`src/rtl/pong_pkg.sv`:
```
// Shared definitions for the pong playfield blocks: collision event codes,
// ball controller state enumeration, playfield defaults and paddle geometry
// used by the collision detector, paddle logic and ball motion controller.
package pong_pkg;

  localparam int FIELD_W_DEF = 64;
  localparam int FIELD_H_DEF = 64;

  // Paddle geometry shared with the collision detector and paddle logic.
  localparam int PADDLE_L_X = 2;
  localparam int PADDLE_R_X = 61;
  localparam int PADDLE_H   = 6;

  // Collision event codes carried on coll_type; 5-7 are reserved.
  localparam logic [2:0] COLL_NONE    = 3'd0;
  localparam logic [2:0] COLL_WALL    = 3'd1;
  localparam logic [2:0] COLL_PADDLE  = 3'd2;
  localparam logic [2:0] COLL_GOAL_P1 = 3'd3;
  localparam logic [2:0] COLL_GOAL_P2 = 3'd4;

  typedef enum logic [1:0] {
    ST_IDLE  = 2'd0,
    ST_SERVE = 2'd1,
    ST_MOVE  = 2'd2,
    ST_OVER  = 2'd3
  } state_t;

endpackage

```
`src/rtl/ball_step_timer.sv`:
```
// Frame-tick timing for the ball controller.
//   - Serve countdown: load reloads it with SERVE_DELAY, each frame_tick
//     decrements it; serve_done flags the tick that ends the serve hold
//     (counter at 1, or already 0 when SERVE_DELAY is 0).
//   - Step divider: counts frame ticks, step_pulse flags every SPEED_DIV-th
//     tick; clr holds it at zero.
// Ports: clk, rst (sync active-high), load, clr, frame_tick in;
//        step_pulse, serve_done out (combinational, qualified by frame_tick).
module ball_step_timer #(
  parameter int SERVE_DELAY = 60,
  parameter int SPEED_DIV   = 2
) (
  input  logic clk,
  input  logic rst,
  input  logic load,
  input  logic clr,
  input  logic frame_tick,
  output logic step_pulse,
  output logic serve_done
);

  localparam int SC_W  = (SERVE_DELAY < 1) ? 1 : $clog2(SERVE_DELAY + 1);
  localparam int DIV_W = (SPEED_DIV < 2) ? 1 : $clog2(SPEED_DIV);

  localparam logic [SC_W-1:0]  SC_LOAD  = SC_W'(SERVE_DELAY);
  localparam logic [SC_W-1:0]  SC_ONE   = SC_W'(1);
  localparam logic [DIV_W-1:0] DIV_LAST = DIV_W'(SPEED_DIV - 1);
  localparam logic [DIV_W-1:0] DIV_ONE  = DIV_W'(1);

  logic [SC_W-1:0]  serve_cnt;
  logic [DIV_W-1:0] div_cnt;

  assign serve_done = frame_tick && (serve_cnt <= SC_ONE);
  assign step_pulse = frame_tick && (div_cnt == DIV_LAST);

  always_ff @(posedge clk) begin
    if (rst) begin
      serve_cnt <= '0;
      div_cnt   <= '0;
    end else begin
      if (load)
        serve_cnt <= SC_LOAD;
      else if (frame_tick && (serve_cnt != '0))
        serve_cnt <= serve_cnt - SC_ONE;

      if (clr)
        div_cnt <= '0;
      else if (frame_tick)
        div_cnt <= (div_cnt == DIV_LAST) ? '0 : div_cnt + DIV_ONE;
    end
  end

endmodule

```
`src/rtl/ball_motion_ctrl.sv`:
```
// Ball motion controller for the 64x64 pong playfield.
// Owns ball position/direction, both scores and the serve / game-over
// sequencing. Consumes one collision event per coll_valid/coll_ack handshake
// and steps the ball once every SPEED_DIV frame ticks while in MOVE.
// Ports:
//   clk, rst (sync active-high), frame_tick, start     control inputs
//   coll_valid, coll_type[2:0] / coll_ack               event handshake
//   bx, by, dir_x, dir_y                                ball state
//   sc1, sc2                                            player scores
//   ball_active (MOVE), game_over (OVER), winner        status
module ball_motion_ctrl
  import pong_pkg::*;
#(
  parameter int FIELD_W     = FIELD_W_DEF,
  parameter int FIELD_H     = FIELD_H_DEF,
  parameter int COORD_W     = 6,
  parameter int SCORE_W     = 4,
  parameter int WIN_SCORE   = 7,
  parameter int SERVE_DELAY = 60,
  parameter int SPEED_DIV   = 2,
  parameter int START_X     = 31,
  parameter int START_Y     = 31
) (
  input  logic               clk,
  input  logic               rst,
  input  logic               frame_tick,
  input  logic               start,
  input  logic               coll_valid,
  input  logic [2:0]         coll_type,
  output logic               coll_ack,
  output logic [COORD_W-1:0] bx,
  output logic [COORD_W-1:0] by,
  output logic               dir_x,
  output logic               dir_y,
  output logic [SCORE_W-1:0] sc1,
  output logic [SCORE_W-1:0] sc2,
  output logic               ball_active,
  output logic               game_over,
  output logic               winner
);

  localparam logic [COORD_W-1:0] X_MAX   = COORD_W'(FIELD_W - 1);
  localparam logic [COORD_W-1:0] Y_MAX   = COORD_W'(FIELD_H - 1);
  localparam logic [COORD_W-1:0] X_START = COORD_W'(START_X);
  localparam logic [COORD_W-1:0] Y_START = COORD_W'(START_Y);
  localparam logic [COORD_W-1:0] C_ONE   = COORD_W'(1);
  localparam logic [SCORE_W-1:0] S_WIN   = SCORE_W'(WIN_SCORE);

  // Score increment that sticks at all-ones.
  function automatic logic [SCORE_W-1:0] sat_inc(input logic [SCORE_W-1:0] s);
    return (&s) ? s : s + SCORE_W'(1);
  endfunction

  // One-pixel x step clamped to the playfield edges (no reflection).
  function automatic logic [COORD_W-1:0] x_step(input logic [COORD_W-1:0] x,
                                                input logic right);
    if (right)
      return (x == X_MAX) ? x : x + C_ONE;
    else
      return (x == '0) ? x : x - C_ONE;
  endfunction

  state_t state, state_d;

  logic [COORD_W-1:0] bx_d, by_d;
  logic               dx_d, dy_d;
  logic [SCORE_W-1:0] sc1_d, sc2_d;
  logic               winner_d;
  logic               ack_fire;
  logic               goal;
  logic               load;
  logic               clr;
  logic               step_pulse;
  logic               serve_done;

  // The ack register itself blocks a second ack on the following cycle.
  assign ack_fire = coll_valid && !coll_ack;

  // Divider runs only in MOVE, so it is zero on every entry to MOVE.
  assign clr = (state != ST_MOVE);

  ball_step_timer #(
    .SERVE_DELAY (SERVE_DELAY),
    .SPEED_DIV   (SPEED_DIV)
  ) u_timer (
    .clk        (clk),
    .rst        (rst),
    .load       (load),
    .clr        (clr),
    .frame_tick (frame_tick),
    .step_pulse (step_pulse),
    .serve_done (serve_done)
  );

  always_comb begin
    state_d  = state;
    bx_d     = bx;
    by_d     = by;
    dx_d     = dir_x;
    dy_d     = dir_y;
    sc1_d    = sc1;
    sc2_d    = sc2;
    winner_d = winner;
    load     = 1'b0;
    goal     = 1'b0;

    if (start) begin
      state_d = ST_SERVE;
      sc1_d   = '0;
      sc2_d   = '0;
      bx_d    = X_START;
      by_d    = Y_START;
      load    = 1'b1;
    end else begin
      case (state)
        ST_SERVE: begin
          if (serve_done)
            state_d = ST_MOVE;
        end
        ST_MOVE: begin
          // Events outside MOVE are acked but have no effect.
          if (ack_fire) begin
            case (coll_type)
              COLL_WALL:   dy_d = ~dir_y;
              COLL_PADDLE: dx_d = ~dir_x;
              COLL_GOAL_P1: begin
                goal     = 1'b1;
                sc1_d    = sat_inc(sc1);
                dx_d     = 1'b1;
                winner_d = 1'b0;
              end
              COLL_GOAL_P2: begin
                goal     = 1'b1;
                sc2_d    = sat_inc(sc2);
                dx_d     = 1'b0;
                winner_d = 1'b1;
              end
              default: ;
            endcase
          end

          if (goal) begin
            if ((coll_type == COLL_GOAL_P1) ? (sc1_d == S_WIN) : (sc2_d == S_WIN)) begin
              state_d = ST_OVER;
            end else begin
              state_d  = ST_SERVE;
              winner_d = winner;
              bx_d     = X_START;
              by_d     = Y_START;
              load     = 1'b1;
            end
          end else if (step_pulse) begin
            // Step uses the post-event direction; y reflects at the edges
            // instead of moving past them.
            bx_d = x_step(bx, dx_d);
            if (dy_d) begin
              if (by == Y_MAX) dy_d = 1'b0;
              else             by_d = by + C_ONE;
            end else begin
              if (by == '0)    dy_d = 1'b1;
              else             by_d = by - C_ONE;
            end
          end
        end
        default: ;
      endcase
    end
  end

  always_ff @(posedge clk) begin
    if (rst) begin
      state    <= ST_IDLE;
      bx       <= X_START;
      by       <= Y_START;
      dir_x    <= 1'b1;
      dir_y    <= 1'b1;
      sc1      <= '0;
      sc2      <= '0;
      winner   <= 1'b0;
      coll_ack <= 1'b0;
    end else begin
      state    <= state_d;
      bx       <= bx_d;
      by       <= by_d;
      dir_x    <= dx_d;
      dir_y    <= dy_d;
      sc1      <= sc1_d;
      sc2      <= sc2_d;
      winner   <= winner_d;
      coll_ack <= ack_fire;
    end
  end

  assign ball_active = (state == ST_MOVE);
  assign game_over   = (state == ST_OVER);

endmodule
```
`config.mk`:
```
export PLATFORM = sky130hd
export DESIGN_NAME = ball_motion_ctrl
export DESIGN_NICKNAME = d
export VERILOG_FILES = /design/src/rtl/pong_pkg.sv /design/src/rtl/ball_step_timer.sv /design/src/rtl/ball_motion_ctrl.sv
export SDC_FILE = /design/constraint.sdc
export NUM_CORES = 1
export LEC_CHECK = 0
export CAP_MARGIN = 20
export CORE_MARGIN = 2
export CORE_UTILIZATION = 30
export DETAILED_ROUTE_END_ITERATION = 8
export SKIP_CTS_REPAIR_TIMING = 1
export SYNTH_ARGS = -nofsm -noshare
export SYNTH_HDL_FRONTEND = slang
export SYNTH_HIERARCHICAL = 1
export SYNTH_SLANG_ARGS = --single-unit
export TNS_END_PERCENT = 1
```
`constraint.sdc`:
```
create_clock -name clk -period 5.5 [get_ports clk]
set_input_delay 1.1 -clock clk [delete_from_list [all_inputs] [get_ports clk]]
set_output_delay 1.1 -clock clk [all_outputs]
set_load 0.01 [all_outputs]
```
==> results of run 1 <==
-- where the power goes --
part | internal (mW) | switching, mW
Combinational | 0.0347 | 0.0468
Clock | 0.132 | 0.0911
Sequential | 0.245 | 0.00741
Total | 0.411 | 0.145
-- worst paths after layout --
kind	startpoint	endpoint	depth (start not counted)	slack [ns]
hold reg to reg	winner	winner	2	0.50
hold / removal	winner	winner	2	0.50
setup / recovery	coll_valid	by[5]	12	1.52
setup reg to reg	coll_ack	by[5]	11	2.42
-- kinds of logic (layout without fill, tap and decap cells) --
family,after synthesis,after routing
AOI/OAI and AO/OA,84,84
xor gates and xnor gates,8,8
adders and majority gates,14,14
buffers and inverters,27,57
DFF,33,33
muxes,7,7
and+or+nand+nor,101,101
-- synth_stat cells (5+ instances only) --
master and number:
dfxtp_1 33, a21oi_1 18, nand2_1 18, nor2_1 18, inv_1 17, ha_1 13
nor3_1 11, o21ai_0 9, nand2b_1 8, a31oi_1 7, a21o_1 6, mux2i_1 6
nand3_1 6, nor4_1 6, and2_1 5, xor2_1 5
-- sequential cells by signal, summed over array words and instances (netlist names) --
signal	flops
sc2	4
by	6
state	2
winner	1
u_timer/div_cnt	1
sc1	4
dir_x	1
u_timer/serve_cnt	6
dir_y	1
bx	6
coll_ack	1
-- metal layers --
layer  vias to the layer above  GRT usage  share of wire
li1                       1099          -              -
met1                      1047      0.200           0.49
met2                        56      0.216           0.45
met3                         8     0.0320          0.052
met4                         0     0.0581          0.013
met5                         -          0              0
-- worst reg2reg max path, cell delays in order, from the launching register on --
cell and delay (ns):
dfxtp_1 0.35, nand2b_1 0.34, o31a_1 0.37, or2_1 0.29
inv_1 0.19, ha_1 0.28, a211oi_1 0.26, o21bai_1 0.11
a21oi_1 0.18, xnor2_1 0.16, a21oi_1 0.10, o311a_1 0.36
-- layout by cell type, fill, tap and decap left out, types with 7 or more instances in the layout --
cell type,count
clkdlybuf4s50_1,33
ha_1,13
nor3_1,11
nand2_1,18
nor2_1,18
nand2b_1,8
o21ai_0,9
inv_1,17
a21oi_1,18
dfxtp_1,33
a31oi_1,7
-- stage by stage --
step	total power [mW]	setup WS [ns]	hold slack, ns	cell area [um2]	utilization
3_3_place_gp	0.337	1.33	0.493	2700	0.369
6_report	0.556	1.52	0.498	2810	0.383
4_1_cts	0.564	1.54	0.513	2810	0.383
5_1_grt	0.584	1.31	0.538	2810	0.383
3_5_place_dp	0.337	1.23	0.493	2700	0.369
2_1_floorplan	0.316	2.07	0.477	2310	-
-- layout make-up --
cell class                      count  area share
Clock inverter                      2      0.0125
Inverter                           17      0.0227
Multi-Input combinational cell    214       0.543
Sequential cell                    33       0.235
Clock buffer                        5      0.0245
Timing Repair Buffer               33       0.118
Tap cell                           99      0.0441
==> impl_results.md, run 1 <==
- Outcome: complete, no violations
- I/O pin total: 34
- #FFs+latches synth: 33
- Starting Density: 0.315
- Worst-path cell chain: clkdlybuf4s50_1 -> nand2b_1 -> o31a_1 -> or2_1 -> inv_1 -> ha_1 -> a211oi_1 -> o21bai_1 -> a21oi_1 -> xnor2_1 -> a21oi_1 -> o311a_1
- DR iter-0 viols: 116
- Largest net degree at the start of global routing: 21
- Largest family of logic cells by synthesized area: compound AO/OA/AOI/OAI gates
- CP delay by family, top: compound AO/OA/AOI/OAI gates
- DR vias/cell: ~5.5
- Final HPWL DP: 4170 um
- Vias in the first global route: around 2,000
- Drt total wl: between 5000 and 6000 um
- TritonCTS Buffers: 5
- First-pass detailed-route iteration total: 4
- Share of the synthesized area in the top cell type: 0.286
- Slew Limit Fails: 0
- Most used DFF post-synth: dfxtp_1
- Vias: approximately 2,200
- WL/cell: 14.5 um
- Synth Area per Inst: around 8.4 um2
- Fill count: 738
- Clk pin slew, worst setup/hold paths: 0.07 ns
- Sum of negative setup slack: 0 ns
- Fin Clk Skew: just under 0.003 ns
- PwrDens: slightly below 200 mW/mm2
- Gpl congestion: about 0.82
- Post-synthesis mux area share: 0.0309
- Port-buffer cells: 33
- Layout area overhead: 21.7%
- Worst skew pair latency: about 0.28 ns
- Hold/Removal Path Class: register to register
- Fmax: 251 MHz
- Tot GR Track Use: 0.144
- Fin. Hold Viols: 0
- Req. time, crit path: roughly 5.7 ns
- Period utilization: 0.723
- CTS Sinks: 33
- Ys async rst share: 0
- Clock root cell: clkbuf_8
- Critical Path AT: a little over 4 ns
- Most used cell, CP: a21oi_1
- Share of cells above drive strength 1: 0.0592
- Cell Count Post-Placement: a little under 400
- Seq/Total Area, Yosys: 0.286
- Bufs and invs on worst path: 2
- CP max FO: 11
- Critical Path Sink Type: register
- Remaining DRCs: 0
- Max-cap violations: 0
- Post-synth cell types: approximately 70
- Leakage: 1.05 nW
- Core Region: around 0.0073 mm2
- Adder-cell share of the synthesized area: 0.0792
- Final setup viols: 0
- Net Count, Synth: around 300
- Multi-input gate area: 0.00152 mm2
- RSZ-0062 raised after global routing: no
- Die H: 91.7 um
- Max incr delay on CP: around 0.5 ns
- First-pass GRT wire length: just under 10,000 um
- Die area: about 0.0084 mm2
- FF/Latch Area: roughly 660 um2
- Worst slew margin: 0.410
- Compound-Gate Fraction of Synth Area: 0.269
- Kind of critical path: primary input to register
- Antenna violation net count after detailed routing: 0
- Worst IR Drop VDD: 0.0913 mV
- Clock Tree Buf Depth: 2
- Cell area after synthesis: around 0.0023 mm2
- Core Rows: 31
- CP max stage cell: clkdlybuf4s50_1
- H-tree depth: 2
- Syn Inst Count: 274
- Worst-Margin Slew: slightly below 0.9 ns
- Crit path launch type: primary input
- Number of synthesized flops with an enable pin: 0
- Ant diodes: 0
- Synth area leader: dfxtp_1
- Post-synthesis simple-gate area fraction: 0.251
- CTS tree: built
- Die width: between 90 and 100 um
- Final std cells w/o fill: around 400
- Top post-synthesis cells by area: dfxtp_1 (29%), ha_1 (7.1%), a21oi_1 (3.9%)
- Antenna violations before repair: 0
- Final nets: around 330
- Synth Area in XOR/XNOR: 0.0304
- GRT Residual Overflow: 0
- Tmin final: around 4.0 ns
- Synth Warn #: 6
No activity file was read; power rests on OpenSTA's default activity.
==> inputs of run 2 (changes only) <==
Clock period 5.5 ns to 3.75 ns, I/O delays scaled along.
==> impl_results.md, run 2 (synthesis results as in run 1) <==
- Die width: 91.7 um (unchanged)
- CP max stage cell: clkdlybuf4s50_1
- Slew Limit Fails: 0 (unchanged)
- Largest net degree at the start of global routing: 21 (unchanged)
- Crit path launch type: primary input
- Kind of critical path: primary input to register
- Worst IR Drop VDD: 0.134 mV (+47%)
- Drt total wl: 6020 um (+2.9%)
- Largest regs: bx x6, by x6, u_timer/serve_cnt x6
- Remaining DRCs: 0 (unchanged)
- Hold Crit Start: winner
- Port-buffer cells: 33 (unchanged)
- Req. time, crit path: 3.93 ns (-1.74 ns)
- DR iter-0 viols: 98 (-16%)
- RSZ-0062 raised after global routing: no
- Share of cells above drive strength 1: 0.0801 (+0.0209)
- Fin Clk Skew: 0.00845 ns (+0.00556 ns)
- Antenna violations before repair: 0 (unchanged)
- First-pass detailed-route iteration total: 4 (unchanged)
- First-pass GRT wire length: 10,300 um (+4.7%)
- Critical Path AT: 3.58 ns (-0.57 ns)
- Final setup viols: 0 (unchanged)
- CTS Sinks: 33 (unchanged)
- Antenna violation net count after detailed routing: 0 (unchanged)
- Sum of negative setup slack: 0 ns (unchanged)
- Clock root cell: clkbuf_8
- Worst-Margin Slew: 0.780 ns (-0.104 ns)
- Clock Tree Buf Depth: 2 (unchanged)
- CTS tree: built
- Tmin final: ~3.4 ns
- Critical R2R Launch: coll_ack
- Period utilization: 0.907
- DR vias/cell: 5.39 (-1.7%)
- Starting Density: 0.315 (unchanged)
- Net load switching power: 0.217 mW (+49%)
- Outcome: complete, no violations
- Core Region: 0.00733 mm2 (unchanged)
- Worst-path cell chain: clkdlybuf4s50_1 -> nand2b_1 -> o31a_1 -> or2_1 -> inv_1 -> ha_1 -> a211oi_1 -> o21bai_1 -> a21oi_1 -> xnor2_1 -> a21oi_1 -> o311a_1
- Worst skew pair latency: 0.29 ns (about the same)
- Comb power frac: 0.164 (+0.017)
- Layout area overhead: 23.1%
- Worst setup path startpoint: coll_valid
- Tot GR Track Use: 0.150 (+0.00586)
- Clk network pwr share: 0.349 (-0.051)
- CP delay by family, top: compound AO/OA/AOI/OAI gates
- Int Power: 0.543 mW (+32%)
- PwrDens: 268 mW/mm2 (+35%)
- Commonest cells after routing, fill and taps aside: dfxtp_1 (33), clkdlybuf4s50_1 (33), a21oi_1 (18), nand2_1 (18), nor2_1 (18)
- Leakage: 1.07 nW (+2.4%)
- I/O pin total: 34 (unchanged)
- TritonCTS Buffers: 5 (unchanged)
- Vias: 2,215 (+0.23%)
- Worst slew margin: 0.480 (+0.0694)
- WL/cell: 14.6 um (+0.85%)
- Final nets: 333 (+2.1%)
- Critical Path Sink Type: register
- Gpl congestion: 0.823 (-0.23%)
- Fmax: about 300 MHz
- Fin util: 0.387 (+0.00427)
- Max incr delay on CP: 0.51 ns (about the same)
- Final HPWL DP: 4420 um (+6.2%)
- Sequential power share: 0.487 (+0.034)
- Die H: 91.7 um (unchanged)
- Vias in the first global route: 2,121 (+3.3%)
- Max-cap violations: 0 (unchanged)
- GRT Residual Overflow: 0 (unchanged)
- Hold/Removal Path Class: register to register
- Ant diodes: 0 (unchanged)
- Clk pin slew, worst setup/hold paths: 0.07 ns (about the same)
- H-tree depth: 2 (unchanged)
- Core Rows: 31 (unchanged)
- CP max FO: 6 (-5)
- Die area: 0.00840 mm2 (unchanged)
- Sw Ratio: 0.285 (+0.0243)
- Bufs and invs on worst path: 2 (unchanged)
- Fin. Hold Viols: 0 (unchanged)
- Most used cell, CP: a21oi_1
==> run 2: per-layer routing <==
metal  track usage  wire length (um)
met5             0                 0
met4        0.0480                57
met3        0.0370               218
met2         0.226              2670
met1         0.210              3070
==> run 2: final cells by class <==
| type | instances | area [um2] |
|---|---|---|
| multi-input cells | 214 | 1520 |
| clock buffers | 6 | 72.6 |
| clock inverters | 2 | 10.0 |
| repair buffers | 40 | 383 |
| flip-flops and latches | 33 | 661 |
| well taps | 99 | 124 |
| fillers | 745 | 4490 |
| inverters | 17 | 63.8 |
==> run 2: through the flow <==
step,power (mW),hold WS (ns),std cells,area (um2),setup WS (ns)
floorplan,0.463,0.477,274,2310,0.669
global placement,0.500,0.488,403,2760,0.130
detailed placement,0.501,0.496,403,2760,0.0682
CTS,0.767,0.507,411,2840,0.357
global route,0.798,0.545,411,2840,0.114
finish,0.760,0.505,411,2840,0.350
==> run 2: power groups by stage <==
stage	clock network, mW	registers (mW)	logic [mW]
5_1_grt	0.286	0.371	0.141
4_1_cts	0.273	0.369	0.125
2_1_floorplan	0	0.375	0.0879
3_5_place_dp	0	0.377	0.124
3_3_place_gp	0	0.377	0.123
6_report	0.265	0.370	0.125
==> run 2: worst min-delay path, stage by stage, from the launching register on <==
cell and delay, ns:
dfxtp_1 0.33, o31ai_1 0.07, a21oi_1 0.06
==> run 2: path summary, 6_finish.rpt <==
check	end	slack, ns	depth (start not counted)
worst max-delay path	by[5]	0.35	12
worst min-delay path	winner	0.51	2
worst max register to register	by[5]	0.89	11
worst min register to register	winner	0.51	2
==> inputs of run 3 (changes only) <==
Settings changed: CORE_ASPECT_RATIO from default to 0.9, PLACE_DENSITY_LB_ADDON from default to 0.2.
==> impl_results.md, run 3 (synthesis results as in run 1) <==
- Outcome: complete, no violations
- Vias: 2,189 (-1.2%)
- Largest regs: bx x6, by x6, u_timer/serve_cnt x6
- Fin Clk Skew: 0.00552 ns (-0.00294 ns)
- Critical Path Sink Type: register
- Gpl congestion: 0.817 (-0.72%)
- Critical R2R Launch: coll_ack
- H-tree depth: 2 (unchanged)
- Fill count: 804 (+7.9%)
- RR Endpoint: by[5]
- Final HPWL DP: 4510 um (+1.9%)
- Starting Density: 0.307 (-0.00739)
- CP max FO: 4 (-2)
- Core Region: 0.00751 mm2 (+2.4%)
- Slew Limit Fails: 0 (unchanged)
- Period utilization: 0.907 (about the same)
- Number of stages on the worst hold path: 2 (unchanged)
- Share of cells above drive strength 1: 0.0921 (+0.0119)
- Largest net degree at the start of global routing: 21 (unchanged)
- GRT Residual Overflow: 0 (unchanged)
- Hold Path End: winner
- Req. time, crit path: 3.92 ns (about the same)
- Sum of negative setup slack: 0 ns (unchanged)
- Layout area overhead: 24.7%
- DR iter-0 viols: 100 (+2.0%)
- I/O pin total: 34 (unchanged)
- Remaining DRCs: 0 (unchanged)
- Final setup viols: 0 (unchanged)
- Critical Path AT: 3.57 ns (about the same)
- Tmin final: 3.40 ns (+0.000801 ns)
- PwrDens: 276 mW/mm2 (+3.0%)
- Kind of critical path: primary input to register
- Clock root cell: clkbuf_8
- Antenna violation net count after detailed routing: 0 (unchanged)
- Die area: 0.00840 mm2 (about the same)
- Fmax: 294 MHz (about the same)
- TritonCTS Buffers: 5 (unchanged)
- Worst slew margin: 0.512 (+0.0320)
- Fin. Hold Viols: 0 (unchanged)
- Cell Count Post-Placement: 403 (unchanged)
- Worst skew pair latency: 0.28 ns (about the same)
- Max-cap violations: 0 (unchanged)
- Clock Tree Buf Depth: 2 (unchanged)
- DR vias/cell: 5.33 (-1.2%)
- CTS tree: built
- WL/cell: 14.5 um (-0.90%)
- First-pass detailed-route iteration total: 4 (unchanged)
- Commonest cells after routing, fill and taps aside: dfxtp_1 (33), clkdlybuf4s50_1 (33), a21oi_1 (18), nand2_1 (18), nor2_1 (18)
- Die width: 96.4 um (+5.2%)
- Clk pin slew, worst setup/hold paths: 0.07 ns (about the same)
- Die H: 87.2 um (-4.9%)
- Final nets: 336 (+0.90%)
- Drt total wl: 5960 um (-0.90%)
- R2r setup slk: 0.91 ns (+0.02 ns)
- Ant diodes: 0 (unchanged)
- RSZ-0062 raised after global routing: no
- Reg2reg path depth: 11 (unchanged)
- Final std cells w/o fill: 411 (unchanged)
- Core Rows: 30 (-3.2%)
- Worst IR Drop VDD: 0.149 mV (+11%)
- First-pass GRT wire length: 9800 um (-5.3%)
- Crit path launch type: primary input
- Antenna violations before repair: 0 (unchanged)
- Leakage: 1.10 nW (+2.3%)
- Hold Crit Start: winner
- Tot GR Track Use: 0.149 (-0.00137)
- Worst-Margin Slew: 0.732 ns (-0.0481 ns)
- Vias in the first global route: 2,001 (-5.7%)
- Final Total Pwr: 0.793 mW (+4.4%)
- Hold/Removal Path Class: register to register
- Port-buffer cells: 33 (unchanged)
- CTS Sinks: 33 (unchanged)
-- run 3: cell types whose count changed in the layout (fill, tap and decap cells not counted), sizes merged --
cell	previous run	this run
clkinv	2	1
buf	7	10
clkbuf	6	7
-- run 3: power by group --
group / leakage (nW) / switching (mW) / internal [mW]
logic: 0.772 / 0.0707 / 0.0569
registers: 0.269 / 0.0105 / 0.359
clock network: 0.0542 / 0.130 / 0.166
total: 1.10 / 0.211 / 0.582
-- run 3: metrics by stage --
stage                     utilization  hold slack (ns)  worst slack, ns  instance area (um2)
after floorplan                     -            0.477            0.669                 2310
after global placement          0.370            0.479            0.161                 2770
final                           0.383            0.488            0.349                 2880
after CTS                       0.383            0.495            0.383                 2880
after global routing            0.383            0.513           0.0756                 2880
after detailed placement        0.370            0.486           0.0708                 2770
-- run 3: worst max-delay path by stage --
| stage | cells after the start | start | slack, ns | end |
|---|---|---|---|---|
| floorplan | 12 | coll_valid | 0.67 | by[5] |
| global placement | 12 | coll_valid | 0.16 | by[5] |
| CTS | 12 | coll_valid | 0.38 | by[5] |
| finish | 12 | coll_valid | 0.35 | by[5] |
| detailed placement | 12 | coll_valid | 0.07 | by[5] |
| global route | 12 | coll_valid | 0.08 | by[5] |
-- run 3: final cells by class --
type	count	area, um2	area share
inverters	17	63.8	0.0222
repair buffers	43	405	0.141
flip-flops and latches	33	661	0.230
multi-input cells	214	1520	0.530
clock inverters	1	5.00	0.00174
clock buffers	7	96.3	0.0335
well taps	96	120	0.0418
-- run 3: routing by layer --
metal  wire (um)  global-route usage
met5           0                   0
met4          39              0.0423
met3         275              0.0303
met2        2540               0.216
met1        3110               0.221
-- run 3: critical path: stages --
cell and delay, ns:
clkdlybuf4s50_1 0.51, nand2b_1 0.13, nor4_1 0.37, or2_1 0.25
inv_1 0.14, ha_1 0.31, a211oi_1 0.25, o21bai_1 0.10
a21oi_1 0.17, xnor2_1 0.15, a21oi_1 0.10, o311a_1 0.33
